**src/rtl/mock_memory_pipelined.sv**
```systemverilog
// rtl/mock_memory_pipelined.sv - pipelined mock memory with W/X regions, fixed read latency and buffered responses
module mock_memory_pipelined #(
  parameter int N = 4,
  parameter int DATA_WIDTH = 16,
  parameter int BANKING_FACTOR = 1,
  parameter int ADDRESS_WIDTH = 32,
  parameter logic [ADDRESS_WIDTH-1:0] BASE_ADDR_W = 32'h0000_0000,
  parameter logic [ADDRESS_WIDTH-1:0] BASE_ADDR_X = 32'h0000_1000,
  parameter int MEM_LATENCY = 2,
  parameter int RESP_DEPTH = 4
) (
  input  logic                                 clk,
  input  logic                                 rst,
  input  logic                                 req_valid,
  output logic                                 req_ready,
  input  logic                                 req_we,
  input  logic [ADDRESS_WIDTH-1:0]             req_addr,
  input  logic [BANKING_FACTOR*DATA_WIDTH-1:0] req_wdata,
  output logic                                 resp_valid,
  input  logic                                 resp_ready,
  output logic [BANKING_FACTOR*DATA_WIDTH-1:0] resp_data,
  output logic                                 resp_err
);
  localparam int TOTAL_ELEMS = N * N;
  localparam int BYTES = DATA_WIDTH / 8;
  localparam int SH = $clog2(BYTES);
  localparam int BW = BANKING_FACTOR * DATA_WIDTH;
  localparam int AW = ADDRESS_WIDTH;
  localparam int IW = (TOTAL_ELEMS > 1) ? $clog2(TOTAL_ELEMS) : 1;
  localparam int PW = (RESP_DEPTH > 1) ? $clog2(RESP_DEPTH) : 1;
  localparam int CW = $clog2(RESP_DEPTH + 1);

  logic [DATA_WIDTH-1:0] w_mem [TOTAL_ELEMS];
  logic [DATA_WIDTH-1:0] x_mem [TOTAL_ELEMS];

  logic          is_x;
  logic [AW-1:0] base;
  logic [AW-1:0] wi;
  logic [AW-1:0] wi_mod;
  logic          addr_err;
  logic [IW-1:0] bank_idx [BANKING_FACTOR];
  logic [BW-1:0] rd_word;

  // Erroneous addresses still read using the wrapped index so the bench sees deterministic data.
  always_comb begin
    is_x     = (req_addr >= BASE_ADDR_X);
    base     = is_x ? BASE_ADDR_X : BASE_ADDR_W;
    wi       = (req_addr - base) >> SH;
    wi_mod   = wi % AW'(TOTAL_ELEMS);
    addr_err = (req_addr < BASE_ADDR_W) || ((req_addr & AW'(BYTES - 1)) != '0) ||
               (wi >= AW'(TOTAL_ELEMS));
    rd_word  = '0;
    for (int b = 0; b < BANKING_FACTOR; b++) begin
      bank_idx[b] = IW'((wi_mod + AW'(b)) % AW'(TOTAL_ELEMS));
      rd_word[b*DATA_WIDTH +: DATA_WIDTH] = is_x ? x_mem[bank_idx[b]] : w_mem[bank_idx[b]];
    end
  end

  logic [CW-1:0] cnt;
  logic          accept;
  logic          rd_acc;
  logic          wr_acc;
  logic          push;
  logic          pop;

  assign req_ready = !rst && (cnt < CW'(RESP_DEPTH));
  assign accept    = req_valid && req_ready;
  assign rd_acc    = accept && !req_we;
  assign wr_acc    = accept && req_we && !addr_err;

  always_ff @(posedge clk or posedge rst) begin
    if (rst) begin
      for (int i = 0; i < TOTAL_ELEMS; i++) begin
        w_mem[i] <= DATA_WIDTH'((i % N) << 8);
        x_mem[i] <= DATA_WIDTH'(((i % N) << 8) + 1);
      end
    end else if (wr_acc) begin
      for (int b = 0; b < BANKING_FACTOR; b++) begin
        if (is_x) x_mem[bank_idx[b]] <= req_wdata[b*DATA_WIDTH +: DATA_WIDTH];
        else      w_mem[bank_idx[b]] <= req_wdata[b*DATA_WIDTH +: DATA_WIDTH];
      end
    end
  end

  logic          pipe_v [MEM_LATENCY];
  logic [BW-1:0] pipe_d [MEM_LATENCY];
  logic          pipe_e [MEM_LATENCY];

  // Stage 0 captures the array at acceptance; the last stage feeds the FIFO, giving MEM_LATENCY edges.
  always_ff @(posedge clk or posedge rst) begin
    if (rst) begin
      for (int s = 0; s < MEM_LATENCY; s++) begin
        pipe_v[s] <= 1'b0;
        pipe_d[s] <= '0;
        pipe_e[s] <= 1'b0;
      end
    end else begin
      pipe_v[0] <= rd_acc;
      pipe_d[0] <= rd_word;
      pipe_e[0] <= addr_err;
      for (int s = 1; s < MEM_LATENCY; s++) begin
        pipe_v[s] <= pipe_v[s-1];
        pipe_d[s] <= pipe_d[s-1];
        pipe_e[s] <= pipe_e[s-1];
      end
    end
  end

  logic [BW-1:0] fifo_d [RESP_DEPTH];
  logic          fifo_e [RESP_DEPTH];
  logic [PW-1:0] wr_ptr;
  logic [PW-1:0] rd_ptr;
  logic [CW-1:0] fifo_cnt;

  assign push       = pipe_v[MEM_LATENCY-1];
  assign resp_valid = (fifo_cnt != '0);
  assign pop        = resp_valid && resp_ready;
  assign resp_data  = fifo_d[rd_ptr];
  assign resp_err   = fifo_e[rd_ptr];

  // The credit counter covers pipeline plus FIFO, so a push never finds the FIFO full.
  always_ff @(posedge clk or posedge rst) begin
    if (rst) begin
      for (int i = 0; i < RESP_DEPTH; i++) begin
        fifo_d[i] <= '0;
        fifo_e[i] <= 1'b0;
      end
      wr_ptr   <= '0;
      rd_ptr   <= '0;
      fifo_cnt <= '0;
      cnt      <= '0;
    end else begin
      if (push) begin
        fifo_d[wr_ptr] <= pipe_d[MEM_LATENCY-1];
        fifo_e[wr_ptr] <= pipe_e[MEM_LATENCY-1];
        wr_ptr <= (wr_ptr == PW'(RESP_DEPTH - 1)) ? '0 : wr_ptr + 1'b1;
      end
      if (pop) rd_ptr <= (rd_ptr == PW'(RESP_DEPTH - 1)) ? '0 : rd_ptr + 1'b1;
      case ({push, pop})
        2'b10:   fifo_cnt <= fifo_cnt + 1'b1;
        2'b01:   fifo_cnt <= fifo_cnt - 1'b1;
        default: fifo_cnt <= fifo_cnt;
      endcase
      case ({rd_acc, pop})
        2'b10:   cnt <= cnt + 1'b1;
        2'b01:   cnt <= cnt - 1'b1;
        default: cnt <= cnt;
      endcase
    end
  end
endmodule

```
**config.mk**
```make
export PLATFORM = sky130hd
export DESIGN_NAME = mock_memory_pipelined
export DESIGN_NICKNAME = d
export VERILOG_FILES = /design/src/rtl/mock_memory_pipelined.sv
export SDC_FILE = /design/constraint.sdc
export NUM_CORES = 1
export LEC_CHECK = 0
export ABC_AREA = 0
export BUFFER_PORTS_ARGS = -buffer_cell sky130_fd_sc_hd__buf_4
export CAP_MARGIN = 20
export CORE_MARGIN = 5
export CORE_UTILIZATION = 55
export DETAILED_ROUTE_END_ITERATION = 8
export MAX_ROUTING_LAYER = met4
export PLACE_DENSITY = 0.7
export SLEW_MARGIN = 5
export SYNTH_ARGS = -nofsm -noshare
export SYNTH_HDL_FRONTEND = slang
export SYNTH_SLANG_ARGS = --single-unit
```
**constraint.sdc**
```tcl
create_clock -name clk -period 32.4 [get_ports clk]
set_input_delay 1.62 -clock clk [delete_from_list [all_inputs] [get_ports clk]]
set_output_delay 1.62 -clock clk [all_outputs]
set_load 0.02 [all_outputs]
```
==> results of run 1 <==
[metal layers]
metal  GRT usage, %  up-vias  share of wire (%)
met4          5.660        0                2.2
met3          4.361      114                4.2
met2          35.68      304                 49
li1               -     6708                  -
met1          31.47     8531                 45
met5              -        -                  0
[critical path: stages]
cell and delay (ns):
sky130_fd_sc_hd__buf_4 0.13, sky130_fd_sc_hd__nor4_2 0.47, sky130_fd_sc_hd__nand3_2 0.19, sky130_fd_sc_hd__nor3_2 0.19, sky130_fd_sc_hd__buf_4 0.42, sky130_fd_sc_hd__clkinv_1 0.56
sky130_fd_sc_hd__ha_1 0.46, sky130_fd_sc_hd__ha_1 0.24, sky130_fd_sc_hd__nor3b_1 0.18, sky130_fd_sc_hd__o211ai_1 0.17, sky130_fd_sc_hd__a32o_1 0.19, sky130_fd_sc_hd__nor3b_4 0.18
sky130_fd_sc_hd__buf_4 0.65, sky130_fd_sc_hd__and4_1 0.99, sky130_fd_sc_hd__mux2_2 0.42
[synth_stat cells (3+ instances only)]
cell	instances	area [um^2]
sky130_fd_sc_hd__ha_1	10	125.1
sky130_fd_sc_hd__buf_4	6	45.04
sky130_fd_sc_hd__nor2_1	33	123.9
sky130_fd_sc_hd__o21ai_0	4	20.02
sky130_fd_sc_hd__buf_2	5	25.02
sky130_fd_sc_hd__nand4_1	6	37.54
sky130_fd_sc_hd__nor2b_1	5	31.28
sky130_fd_sc_hd__mux2_4	300	4504
sky130_fd_sc_hd__nor4_1	21	131.4
sky130_fd_sc_hd__buf_6	32	360.4
sky130_fd_sc_hd__buf_8	3	45.04
sky130_fd_sc_hd__nor3_1	4	20.02
sky130_fd_sc_hd__xnor2_1	6	52.55
sky130_fd_sc_hd__clkbuf_1	86	322.8
sky130_fd_sc_hd__nand4_4	30	638.1
sky130_fd_sc_hd__mux2_2	281	3164
sky130_fd_sc_hd__nand2_1	70	262.8
sky130_fd_sc_hd__dfstp_2	48	1261
sky130_fd_sc_hd__nand3_1	9	45.04
sky130_fd_sc_hd__inv_1	15	56.30
sky130_fd_sc_hd__nor3b_1	4	30.03
sky130_fd_sc_hd__dfrtp_1	578	14460
sky130_fd_sc_hd__mux4_2	177	3986
sky130_fd_sc_hd__buf_1	14	52.55
sky130_fd_sc_hd__a21oi_1	4	20.02
sky130_fd_sc_hd__xor2_1	4	35.03
[sequential cells by signal, indices dropped and copies added (netlist names)]
register	count
wr_ptr	2
push	1
pipe_v	1
pipe_e	2
w_mem	256
fifo_cnt	3
rd_ptr	2
x_mem	256
fifo_e	4
fifo_d	64
pipe_d	32
cnt	3
[report_power, final]
part / total [mW] / internal (mW) / switching [mW]
clock: 0.767 / 0.461 / 0.306
sequential: 0.802 / 0.791 / 0.0105
combinational: 0.115 / 0.0432 / 0.0716
[layout make-up]
| type | count | area [um^2] | area share (%) |
|---|---|---|---|
| flip-flops and latches | 626 | 15730 | 47.34 |
| multi-input cells | 1003 | 13610 | 40.97 |
| clock buffers | 107 | 2069 | 6.230 |
| well taps | 704 | 880.8 | 2.652 |
| repair buffers | 89 | 719.4 | 2.166 |
| clock inverters | 12 | 146.4 | 0.4407 |
| inverters | 16 | 67.56 | 0.2034 |
| diodes | 1 | 2.502 | 0.007533 |
[kinds of logic (layout without fill, tap and decap cells)]
kind of cell / Yosys count / count (layout) / synth area share (%)
AOI/OAI and AO/OA: 18 / 18 / 0.4471
adders and majority gates: 12 / 12 / 0.5464
other: 0 / 1 / 0
xor gates and xnor gates: 10 / 10 / 0.2897
buffers and inverters: 163 / 224 / 3.030
and+or+nand+nor: 203 / 203 / 5.042
muxes: 760 / 760 / 38.62
DFF: 626 / 626 / 52.02
[final timing paths]
| check | from | endpoint | slack [ns] | cells after the start |
|---|---|---|---|---|
| setup / recovery | req_addr[22] | x_mem[88]$_DFFE_PP0P_ | 25.75 | 15 |
| hold / removal | pipe_d[17]$_DFF_PP0_ | pipe_d[1]$_DFF_PP0_ | 0.34 | 0 |
| setup reg to reg | cnt[2]$_DFFE_PP0P_ | w_mem[245]$_DFFE_PP0P_ | 29.36 | 7 |
| hold reg to reg | pipe_d[17]$_DFF_PP0_ | pipe_d[1]$_DFF_PP0_ | 0.34 | 0 |
| max in group asynchronous | rst | x_mem[244]$_DFFE_PP0P_ | 28.72 | 4 |
| min in group asynchronous | rst | fifo_cnt[0]$_DFFE_PP0P_ | 1.23 | 2 |
==> results.md, run 1 <==
Run:
- The total of max-cap violations is 0.

Clock tree:
- The post-cts sizing count is 0.
- CTS placed an instance of sky130_fd_sc_hd__clkbuf_16 at the clock tree root.
- The count of buffers added by post-CTS timing repair for setup is 0.
- The total number of H-tree levels is 3.
- Counting every sink on the clock net gives 626.
- The later-pin clock latency in the skew report is 0.60 ns.
- Clock-pin slew was measured on the worst setup and hold paths at 0.06 ns.
- The deepest clock path buffer count is 3.
- Buffers inserted during clock tree synthesis total 67.
- The number of hold buffers added after CTS is 0.
- The TritonCTS clock tree is done.

Placed design:
- OpenSTA, run right after detailed placement, puts the worst setup slack at 25.23 ns.
- After detailed placement, the design holds a cell count of 2,436.
- In this run the tool buffered the top-level ports with 71 buffer cells.
- After legalization and detailed placement, the total HPWL measured 37,000 um.
- The final weighted congestion in routability-driven placement is 0.8666.
- In this run the cell area measured after placement is 30,950 um^2.

Yosys:
- The share of flip-flops with an asynchronous set or reset after synthesis is 100.0%.
- The number of warnings reported in the yosys synthesis log is 0.
- The flip-flop and latch count after synthesis is 626.
- The count of mapped cells out of synthesis is 1,792.
- The distinct cell type count after synthesis is 56.
- The most used flip-flop cell after synthesis is sky130_fd_sc_hd__dfrtp_1.
- The number of nets in the synthesized netlist is 1,857.
- The post-synthesis cell area is 30,230 um^2.
- The sequential cell area fraction in the yosys report is 52.02%.
- The synthesized area per cell is 16.87 um^2.
- Counting flops with a built-in enable in the synthesized netlist gives 0.

Worst setup path:
- The critical path is of the input port to register type.
- STA classifies the critical path startpoint as an input port.
- The critical path data required time is 32.86 ns.
- The data arrival time of the critical path is 7.11 ns.
- The critical path endpoint category is a register.
- In this run the worst path has a maximum fanout of 33.

Worst hold path:
- The path type of the worst min-delay path is register to register.

Final layout:
- The core occupancy in the finished layout is 60.65%.
- After routing the design area is 33,220 um^2.
- After the flow finishes, the layout carries non-filler instances totaling 2,558.
- The layout overhead on the synthesized area is 9.901%.
- The layout has 3,968 filler cells.
- The number of nets in the layout is 1,868.
- The fraction of final layout cells with drive strength greater than 1 is 56.02%.
- Leaving out fill and tap cells, the most frequent cells in the layout are sky130_fd_sc_hd__dfrtp_1, sky130_fd_sc_hd__mux2_4, sky130_fd_sc_hd__mux2_2.
- The library cell used most frequently in the layout, excluding fill and tap cells, is sky130_fd_sc_hd__dfrtp_1.

Floorplanning:
- The cell row count is 86.
- The die covers 59,750 um^2.
- The total core area is 54,770 um^2.
- The boundary pin count is 72.
- The chip width is 244.4 um.
- The initial core utilization is 55.19%.
- From bottom edge to top edge, the die measures 244.4 um.

Power and ir drop:
- The ratio of total power to cell area is 50.69 nW/um^2.
- The largest vdd supply drop is 0.03563 mV.
- The total power is 1.684 mW.
- For this design the static power due to leakage is 16.73 nW.

Timing:
- Setup violations remaining at the end of the flow were counted as 0.
- The worst-case setup margin in the final layout is 25.75 ns.
- The clock skew after layout is 0.02295 ns.
- The transition time at the pin with the least slew margin is 0.9926 ns.
- In the finished design, the share of the clock period the worst path needs comes to 20.52%.
- After routing, the total negative slack on setup checks comes to 0 ns.
- The final count of hold timing violations is 0.
- The max-slew violation total from the final report is 0.
- Final hold analysis gives a worst-case slack of 0.3433 ns.
- Setup repair after global routing left no endpoint under its margin.
- The final critical delay including setup and external delays is 6.649 ns.
- Timing would allow up to 0.1504 GHz.
- The worst pin sits at a relative slew slack of 33.83%.

Route:
- The routed wire length per instance is 25.27 um.
- The DRC marker count from the first detailed-route iteration is 915.
- The first TritonRoute pass finished after 5 iterations.
- Summed over all layers, the routed wires come to 64,650 um.
- For this run, design rule violations remaining after detail routing come to 0.
- Using the TritonRoute via totals, the vias-per-cell ratio works out to 6.121.
- The count of nets left with antenna violations once routing finished came out at 0.
- The final route contains 15,660 vias.

Global route:
- The remaining global-route overflow is 0.
- Entering global routing, the biggest net connects 142 pins.
- Global routing used 22.79% of the available tracks.
- The number of antenna violations at the first check in global routing is 0.
- The via count of the first global-routing pass was 17,200.
- The first-pass GRT wire length is 103,300 um.

Run status:
- The run finished with clean final reports.
(Power assumes the default switching activity.)
==> run 2: changes to the inputs <==
--- a/config.mk
+++ b/config.mk
@@ -5,7 +5,7 @@
 export SDC_FILE = /design/constraint.sdc
 export NUM_CORES = 1
 export LEC_CHECK = 0
-export ABC_AREA = 0
+export ABC_AREA = 1
 export BUFFER_PORTS_ARGS = -buffer_cell sky130_fd_sc_hd__buf_4
 export CAP_MARGIN = 20
 export CORE_MARGIN = 5
==> constraint.sdc (replaced) <==
create_clock -name clk -period 6.8 [get_ports clk]
set_input_delay 0.34 -clock clk [delete_from_list [all_inputs] [get_ports clk]]
set_output_delay 0.34 -clock clk [all_outputs]
set_load 0.02 [all_outputs]
==> run 2 against run 1 <==
Power rose to 5.1 times the previous value; final area fell by 1.2%; clock power rose to 4.9 times the previous value; wire length rose by 44%; first-iteration DRC count rose to 4.1 times the previous value; critical path type unchanged; non-clock buffer count rose by 37; sequential power rose to 4.8 times the previous value; setup slack got worse by 23 ns; critical path depth rose by 4.
==> results.md, run 2 <==
Run status:
- The run finished with clean final reports.

Placed design:
- The final weighted congestion in routability-driven placement is 0.9208.
- Detailed placement finished with a half-perimeter wire length of 53,690 um.
- Buffers placed on the I/O ports in this run total 71.
- The area of placed instances is 30,400 um^2.

Power and ir drop:
- Cell internal power was estimated by the tool at 6.212 mW.
- The combinational power share is 11.5%.
- The largest vdd supply drop is 0.2181 mV.
- The static leakage is 16.24 nW.
- The design draws 8.534 mW.
- In this run the power spent charging and discharging nets is 2.322 mW.
- The sequential cell fraction of total power is 44.7%.
- The fraction of power consumed by the clock network is 43.8%.
- Net switching is 27.21% of the power.
- For this design the ratio of total power to cell area is 259.9 nW/um^2.

Clock tree:
- The longest clock path from root to sink contains 3 buffers.
- The clock slew at the register clock pins of the worst setup and hold paths is 0.06 ns.
- The TritonCTS clock tree is done.
- CTS placed an instance of sky130_fd_sc_hd__clkbuf_16 at the clock tree root.
- The count of clock tree sinks is 626.
- Gates resized during post-CTS repair numbered 0.
- The H-tree was split into 3 levels.
- The count of buffers added by post-CTS timing repair for setup is 0.
- The later-pin clock latency in the skew report is 0.62 ns.
- The number of clock buffers inserted by TritonCTS is 69.
- The number of hold buffers added after CTS is 2.

Route:
- The pre-antenna-repair detailed-routing pass consisted of 9 iterations.
- The total number of vias is 27,160.
- Dividing the detail-routed via count by the number of cells gives 6.418.
- The detailed router finished its first iteration with 3,740 violations.
- Once detail routing completed, the nets flagged for antenna violations numbered 0.
- The routed wire length per instance is 22.05 um.
- After detailed routing, the number of remaining DRC violations is 0.
- For this block, the routed nets add up to 93,330 um of wire.

Worst setup path:
- The critical path data required time is 7.29 ns.
- The setup slack of the worst register-to-register path is 3.78 ns.
- At the worst endpoint, the arrival time is 4.45 ns.
- The start-to-end type of the worst setup path is input port to register.
- The worst setup path is captured at a register.
- The launching element type of the critical path is an input port.
- Of all nets on the critical path, the largest fanout is 16.

Global route:
- The first global-routing pass estimated 146,000 um of wire.
- The number of antenna violations at the first check in global routing came to 1.
- Across every metal layer, demand over resource in global routing totals 31.47%.
- The via count of the first global-routing pass is 25,800.
- The maximum number of pins on one net before global-route repair is 197.
- Global routing finished with a remaining overflow of 0.

Timing:
- At the pin with the least slew margin, the transition time is 1.197 ns.
- The fmax is 0.2526 GHz.
- The final count of hold timing violations is 0.
- The smallest hold slack is 0.08958 ns.
- The number of setup violations in the final report is 0.
- The max-slew violation total from the final report is 0.
- The routed design could run at a clock period as short as 3.958 ns.
- Setup repair after global routing left no endpoint under its margin.
- The clock skew after layout is 0.01860 ns.
- Dividing the final minimum period by the clock period gives 58.21%.
- Measured against its own limit, the worst slew margin works out to 19.49%.

Yosys:
- The netlist uses 36 different library cells.
- Summing the sequential cell areas from Yosys gives 52.28% of the chip area.
- Yosys attributes the largest share of cell area to sky130_fd_sc_hd__dfrtp_1, sky130_fd_sc_hd__nand2_1, sky130_fd_sc_hd__nand3_1, sky130_fd_sc_hd__dfstp_2, sky130_fd_sc_hd__a22oi_1.
- The number of nets in the synthesized netlist is 3,661.
- The number of warnings reported in the yosys synthesis log is 0.
- The biggest area contributor in the post-synthesis netlist is sky130_fd_sc_hd__dfrtp_1.
- Among all flip-flop cells after synthesis, the most frequent one is sky130_fd_sc_hd__dfrtp_1.
- The number of enable-type register cells in the synthesized netlist is 0.
- After technology mapping, the gate count stands at 3,596.
- The fraction of post-synthesis cell area in the top cell type by area is 48.09%.
- The commonest cells after synthesis are sky130_fd_sc_hd__nand2_1, sky130_fd_sc_hd__nand3_1, sky130_fd_sc_hd__dfrtp_1.
- For this run, asynchronously set or reset flops after synthesis account for 100.0%.
- The synthesized area per cell is 8.365 um^2.
- The most common cell in the synthesized netlist is sky130_fd_sc_hd__nand2_1.
- Summing every instance area after synthesis gives 30,080 um^2.
- Counting flops and latches in the post-synthesis netlist gives 626.

Floorplanning:
- After floorplanning, the core was sized to cover 54,030 um^2.
- The die is 243.9 um wide.
- The cell row count is 85.
- In this run the vertical extent of the chip is 243.9 um.
- The die covers 59,470 um^2.
- Once the floorplan was initialized, standard cells occupied 55.67% of the core.
- Pin placement for this block handled 72 I/O pins.

Final layout:
- The post-layout instance area is 32,830 um^2.
- In the layout the commonest cells are sky130_fd_sc_hd__nand2_1, sky130_fd_sc_hd__nand3_1, sky130_fd_sc_hd__dfrtp_1.
- The net count of the finished layout is 3,545.
- The total inserted antenna cells is 0.
- In the final layout, the registers with the most flip-flops are w_mem (256), x_mem (256), fifo_d (64).
- The leading cell type in the layout, fill and taps excluded is sky130_fd_sc_hd__nand2_1.
- The layout overhead on the synthesized area is 9.151%.
- Of the cells placed in the final design, the portion with a size suffix greater than 1 is 9.729%.

Worst hold path:
- The path type of the worst min-delay path is input port to register.

Run:
- The tool flagged a number of max-cap violations equal to 0.
==> run 2: path summary, 6_finish.rpt <==
path	to	depth (start not counted)	start
min in group asynchronous	cnt[2]$_DFFE_PP0P_	3	rst
max in group asynchronous	x_mem[119]$_DFFE_PP0P_	6	rst
setup / recovery	w_mem[225]$_DFFE_PP0P_	19	req_addr[19]
setup reg to reg	w_mem[241]$_DFFE_PP0P_	7	cnt[2]$_DFFE_PP0P_
hold reg to reg	pipe_d[10]$_DFF_PP0_	0	pipe_d[26]$_DFF_PP0_
hold / removal	pipe_v[1]$_DFF_PP0_	3	req_valid
==> run 2: logic make-up (layout without fill, tap and decap cells) <==
| family | count (synthesis) | after routing | synth area share [%] |
|---|---|---|---|
| AOI/OAI and AO/OA | 390 | 390 | 8.041 |
| xor gates and xnor gates | 5 | 5 | 0.1456 |
| adders and majority gates | 12 | 12 | 0.5491 |
| buffers and inverters | 375 | 315 | 6.077 |
| DFF | 626 | 626 | 52.28 |
| and+or+nand+nor | 2188 | 2188 | 32.91 |
==> run 2: worst max-delay path, cell delays in order <==
cell and delay, ns:
sky130_fd_sc_hd__buf_4 0.12, sky130_fd_sc_hd__nor2_1 0.15, sky130_fd_sc_hd__nand2_1 0.15, sky130_fd_sc_hd__nor2_1 0.16, sky130_fd_sc_hd__nand4_1 0.11, sky130_fd_sc_hd__inv_1 0.12, sky130_fd_sc_hd__nand4_4 0.10, sky130_fd_sc_hd__ha_1 0.26
sky130_fd_sc_hd__ha_1 0.24, sky130_fd_sc_hd__nand2_2 0.13, sky130_fd_sc_hd__o21bai_1 0.09, sky130_fd_sc_hd__nand2_1 0.09, sky130_fd_sc_hd__nand3_1 0.10, sky130_fd_sc_hd__nor2_2 0.16, sky130_fd_sc_hd__nand3_2 0.11, sky130_fd_sc_hd__nor2_4 0.71
sky130_fd_sc_hd__nand4_1 0.94, sky130_fd_sc_hd__nand2_1 0.27, sky130_fd_sc_hd__nand2_1 0.08
==> run 2: final cells by class <==
type	count	area (um^2)
tap	696	870.8
inverter	62	241.5
clock inverter	24	269.0
timing repair buffer	126	1127
multi-input combinational	2595	12600
sequential	626	15730
fill	4624	21200
clock buffer	103	1996
==> run 2: through the flow <==
stage                     utilization, %  TNS [ns]  setup WS (ns)  std cells
after floorplan                        -  -1183.58         -2.048       3596
after global placement             56.28         0          2.548       4095
after detailed placement           56.28         0          2.282       4095
after CTS                          60.50         0          2.921       4224
after global routing               60.77         0          2.567       4232
final                              60.77         0          2.842       4232
==> run 2: metal layers <==
metal	routed length [um]	share of wire, %	global-route usage (%)	vias to the layer above
met3	9257	9.9	6.050	281
met5	0	0	-	-
met1	35880	38	41.59	13350
met2	44020	47	48.54	1608
met4	4167	4.5	12.60	0
li1	-	-	-	11920
==> run 2: power by group through the flow <==
stage	combinational, mW	clock (mW)	sequential, mW
after global placement	0.933	0	3.88
after global routing	1.06	3.94	3.82
after detailed placement	0.956	0	3.88
after floorplan	0.607	0	3.86
final	0.980	3.74	3.81
after CTS	0.968	3.79	3.81
==> run 3: changes to the inputs <==
--- a/config.mk
+++ b/config.mk
@@ -12,7 +12,7 @@
 export CORE_UTILIZATION = 55
 export DETAILED_ROUTE_END_ITERATION = 8
 export MAX_ROUTING_LAYER = met4
-export PLACE_DENSITY = 0.7
+export PLACE_DENSITY = 0.73
 export SLEW_MARGIN = 5
 export SYNTH_ARGS = -nofsm -noshare
 export SYNTH_HDL_FRONTEND = slang
==> constraint.sdc (replaced) <==
create_clock -name clk -period 3.5 [get_ports clk]
set_input_delay 0.175 -clock clk [delete_from_list [all_inputs] [get_ports clk]]
set_output_delay 0.175 -clock clk [all_outputs]
set_load 0.02 [all_outputs]
==> run 3 against run 2 <==
First-iteration DRC count down 2.9%; global-route usage up 0.55 points; via count up 0.72%; die area unchanged; setup slack worse by 2.2 ns; sequential share of layout area down 1.1 points; power up 94%; flip-flop and latch count unchanged; final area up 2.3%; critical endpoint is now w_mem[7]$_DFFE_PP0P_; hold slack worse by 0.037 ns.
==> results.md, run 3 (synthesis results as in run 2) <==
Clock tree:
- The count of clock tree sinks is 626.
- The deepest clock path buffer count is 3.
- The number of hold buffers added after CTS is 3.
- The count of buffers added by post-CTS timing repair for setup is 0.
- The clock reaches the later pin of the worst-skew pair after 0.61 ns.
- The post-cts sizing count is 0.
- The root buffer cell is sky130_fd_sc_hd__clkbuf_16.
- After clock tree synthesis, the clock-pin slew on the worst setup and hold paths is 0.06 ns.
- TritonCTS built the clock tree.
- The total number of H-tree levels is 3.
- TritonCTS created 66 clock buffers.

Placed design:
- In this run the cell area measured after placement is 31,210 um^2.
- During placement, the flow inserted port buffers numbering 71.
- The number of instances in the placed design is 4,157.
- The congestion estimate from routability-driven global placement came to 0.9047.
- The placed wire-length estimate is 55,570 um.

Route:
- In this run, the number of DRC markers left after iteration 0 of detailed routing was 3,631.
- The first TritonRoute pass finished after 7 iterations.
- In the routed layout, each cell is associated on average with a via count of 6.384.
- Summing over every cut layer, the via total after detailed routing is 27,360.
- After detailed routing, the number of remaining DRC violations is 0.
- The count of antenna-violating nets left after detailed routing is 0.
- The total wire length is 93,860 um.
- In the final routed layout, each cell accounts on average for 21.90 um.

Timing:
- Derived from the worst setup path, the maximum achievable clock frequency is 0.3549 GHz.
- The final period utilization is 80.50%.
- For the pin with the worst max-slew slack, the measured transition is 1.089 ns.
- Clock skew on the completed layout was measured at 0.02420 ns.
- Setup violations remaining at the end of the flow were counted as 0.
- The final count of hold timing violations is 0.
- The worst pin sits at a relative slew slack of 26.75%.
- Setup repair after global routing left no endpoint under its margin.
- The final critical delay including setup and external delays is 2.817 ns.
- The max-slew violation total from the final report is 0.

Run status:
- The run finished with clean final reports.

Final layout:
- Summing all multi-input logic gate instances after layout gives 12,600 um^2.
- The leading cell type in the layout, fill and taps excluded is sky130_fd_sc_hd__nand2_1.
- Relative to the synthesized area, the layout overhead comes to 11.71%.
- Summing all non-filler instances in the final layout gives an area of 33,600 um^2.
- The largest registers in the layout are w_mem (256), x_mem (256), fifo_d (64).
- The number of filler instances in the final layout is 4,432.
- Excluding fillers, the count of instances in the completed layout stands at 4,285.
- In the layout the commonest cells are sky130_fd_sc_hd__nand2_1, sky130_fd_sc_hd__nand3_1, sky130_fd_sc_hd__dfrtp_1.
- The number of nets in the layout is 3,602.
- The sequential cells in the finished layout cover a total of 15,730 um^2.
- In the final layout, the share of cells above drive strength 1 is 11.23%.
- The total inserted antenna cells is 0.

Worst setup path:
- The critical path data required time is 3.99 ns.
- The worst setup path is captured at a register.
- The launching element type of the critical path is an input port.
- At the worst endpoint, the arrival time is 3.30 ns.
- The maximum fanout encountered on the critical timing path is 16.
- The start-to-end type of the worst setup path is input port to register.

Power and ir drop:
- The clock network burns 43.7% of the power.
- The static leakage is 16.64 nW.
- The total internal power is 12.23 mW.
- Combinational logic burns 11.8% of the power.
- The total power is 16.59 mW.
- The largest vdd supply drop is 0.4526 mV.
- Dividing total power by cell area gives a power density of 493.7 nW/um^2.
- Summed over all nets, the switching power comes to 4.357 mW.
- The switching portion of total power is 26.26%.
- Per report_power, the sequential group accounts for 44.5% of the total.

Floorplanning:
- The total core area is 54,030 um^2.
- The boundary pin count is 72.
- After floorplanning, the core was divided into 85 placement rows.
- The initial utilization of the core area, before any placement, comes to 55.67%.
- The chip width is 243.9 um.
- From bottom edge to top edge, the die measures 243.9 um.
- The die covers 59,470 um^2.

Global route:
- Global routing finished with a remaining overflow of 0.
- The maximum number of pins on one net before global-route repair is 148.
- The number of antenna violations at the first check in global routing is 0.
- The first global-routing pass estimated 149,200 um of wire.
- For this run, the total global-route usage over all layers was measured as 32.02%.
- The via count of the first global-routing pass is 26,860.

Worst hold path:
- The worst hold path belongs to the class input port to register.

Run:
- The total of max-cap violations is 0.
[run 3: worst paths after layout]
check	startpoint	end	slack, ns	depth (start not counted)
worst max register to register	fifo_cnt[0]$_DFFE_PP0P_	fifo_cnt[2]$_DFFE_PP0P_	1.27	9
max in group asynchronous	rst	x_mem[81]$_DFFE_PP0P_	2.05	4
min in group asynchronous	rst	cnt[2]$_DFFE_PP0P_	0.23	3
worst max-delay path	req_addr[19]	w_mem[7]$_DFFE_PP0P_	0.68	20
worst min-delay path	req_wdata[8]	x_mem[168]$_DFFE_PP1P_	0.05	3
worst min register to register	pipe_d[24]$_DFF_PP0_	pipe_d[8]$_DFF_PP0_	0.35	0
[run 3: power groups by stage]
stage	Sequential [mW]	Clock (mW)	Combinational (mW)
after global routing	7.39	7.64	2.12
final	7.38	7.25	1.96
after CTS	7.38	7.33	1.93
after detailed placement	7.51	0	1.92
after global placement	7.50	0	1.86
after floorplan	7.51	0	1.18
[run 3: area by class of cell]
type | count | area share [%]
clock buffer | 101 | 6.099
timing repair buffer | 186 | 5.694
clock inverter | 19 | 0.5921
tap | 696 | 2.592
multi-input combinational | 2595 | 37.51
inverter | 62 | 0.7187
sequential | 626 | 46.80
[run 3: stage by stage]
step           hold WS [ns]  setup slack, ns  setup TNS [ns]  util, %
2_1_floorplan        0.2528           -5.183        -3129.17        -
3_3_place_gp         0.2793           0.1904               0    57.76
3_5_place_dp         0.2874           0.1382               0    57.76
4_1_cts             0.02697           0.7498               0    61.98
5_1_grt             0.03822           0.4583               0    62.19
6_report            0.05285           0.6826               0    62.19
[run 3: layer usage]
metal  routed length, um  track usage, %
met2               43020           48.95
met5                   0               -
met1               35760           40.84
met3                8830           5.392
met4                6253           18.12
[run 3: worst max-delay path, stage by stage]
cell                      delay, ns
sky130_fd_sc_hd__buf_4         0.12
sky130_fd_sc_hd__nor2_1        0.15
sky130_fd_sc_hd__nand2_1       0.15
sky130_fd_sc_hd__nor2_1        0.15
sky130_fd_sc_hd__nand4_1       0.10
sky130_fd_sc_hd__inv_1         0.11
sky130_fd_sc_hd__nand4_4       0.08
sky130_fd_sc_hd__ha_1          0.31
sky130_fd_sc_hd__nor3b_1       0.33
sky130_fd_sc_hd__nand3_1       0.12
sky130_fd_sc_hd__nor2_1        0.11
sky130_fd_sc_hd__nand2_1       0.06
sky130_fd_sc_hd__nor2_1        0.14
sky130_fd_sc_hd__nand3_2       0.11
sky130_fd_sc_hd__nor2_4        0.14
sky130_fd_sc_hd__buf_12        0.20
sky130_fd_sc_hd__buf_12        0.17
sky130_fd_sc_hd__nand4_4       0.30
sky130_fd_sc_hd__nand2_1       0.18
sky130_fd_sc_hd__nand2_1       0.07
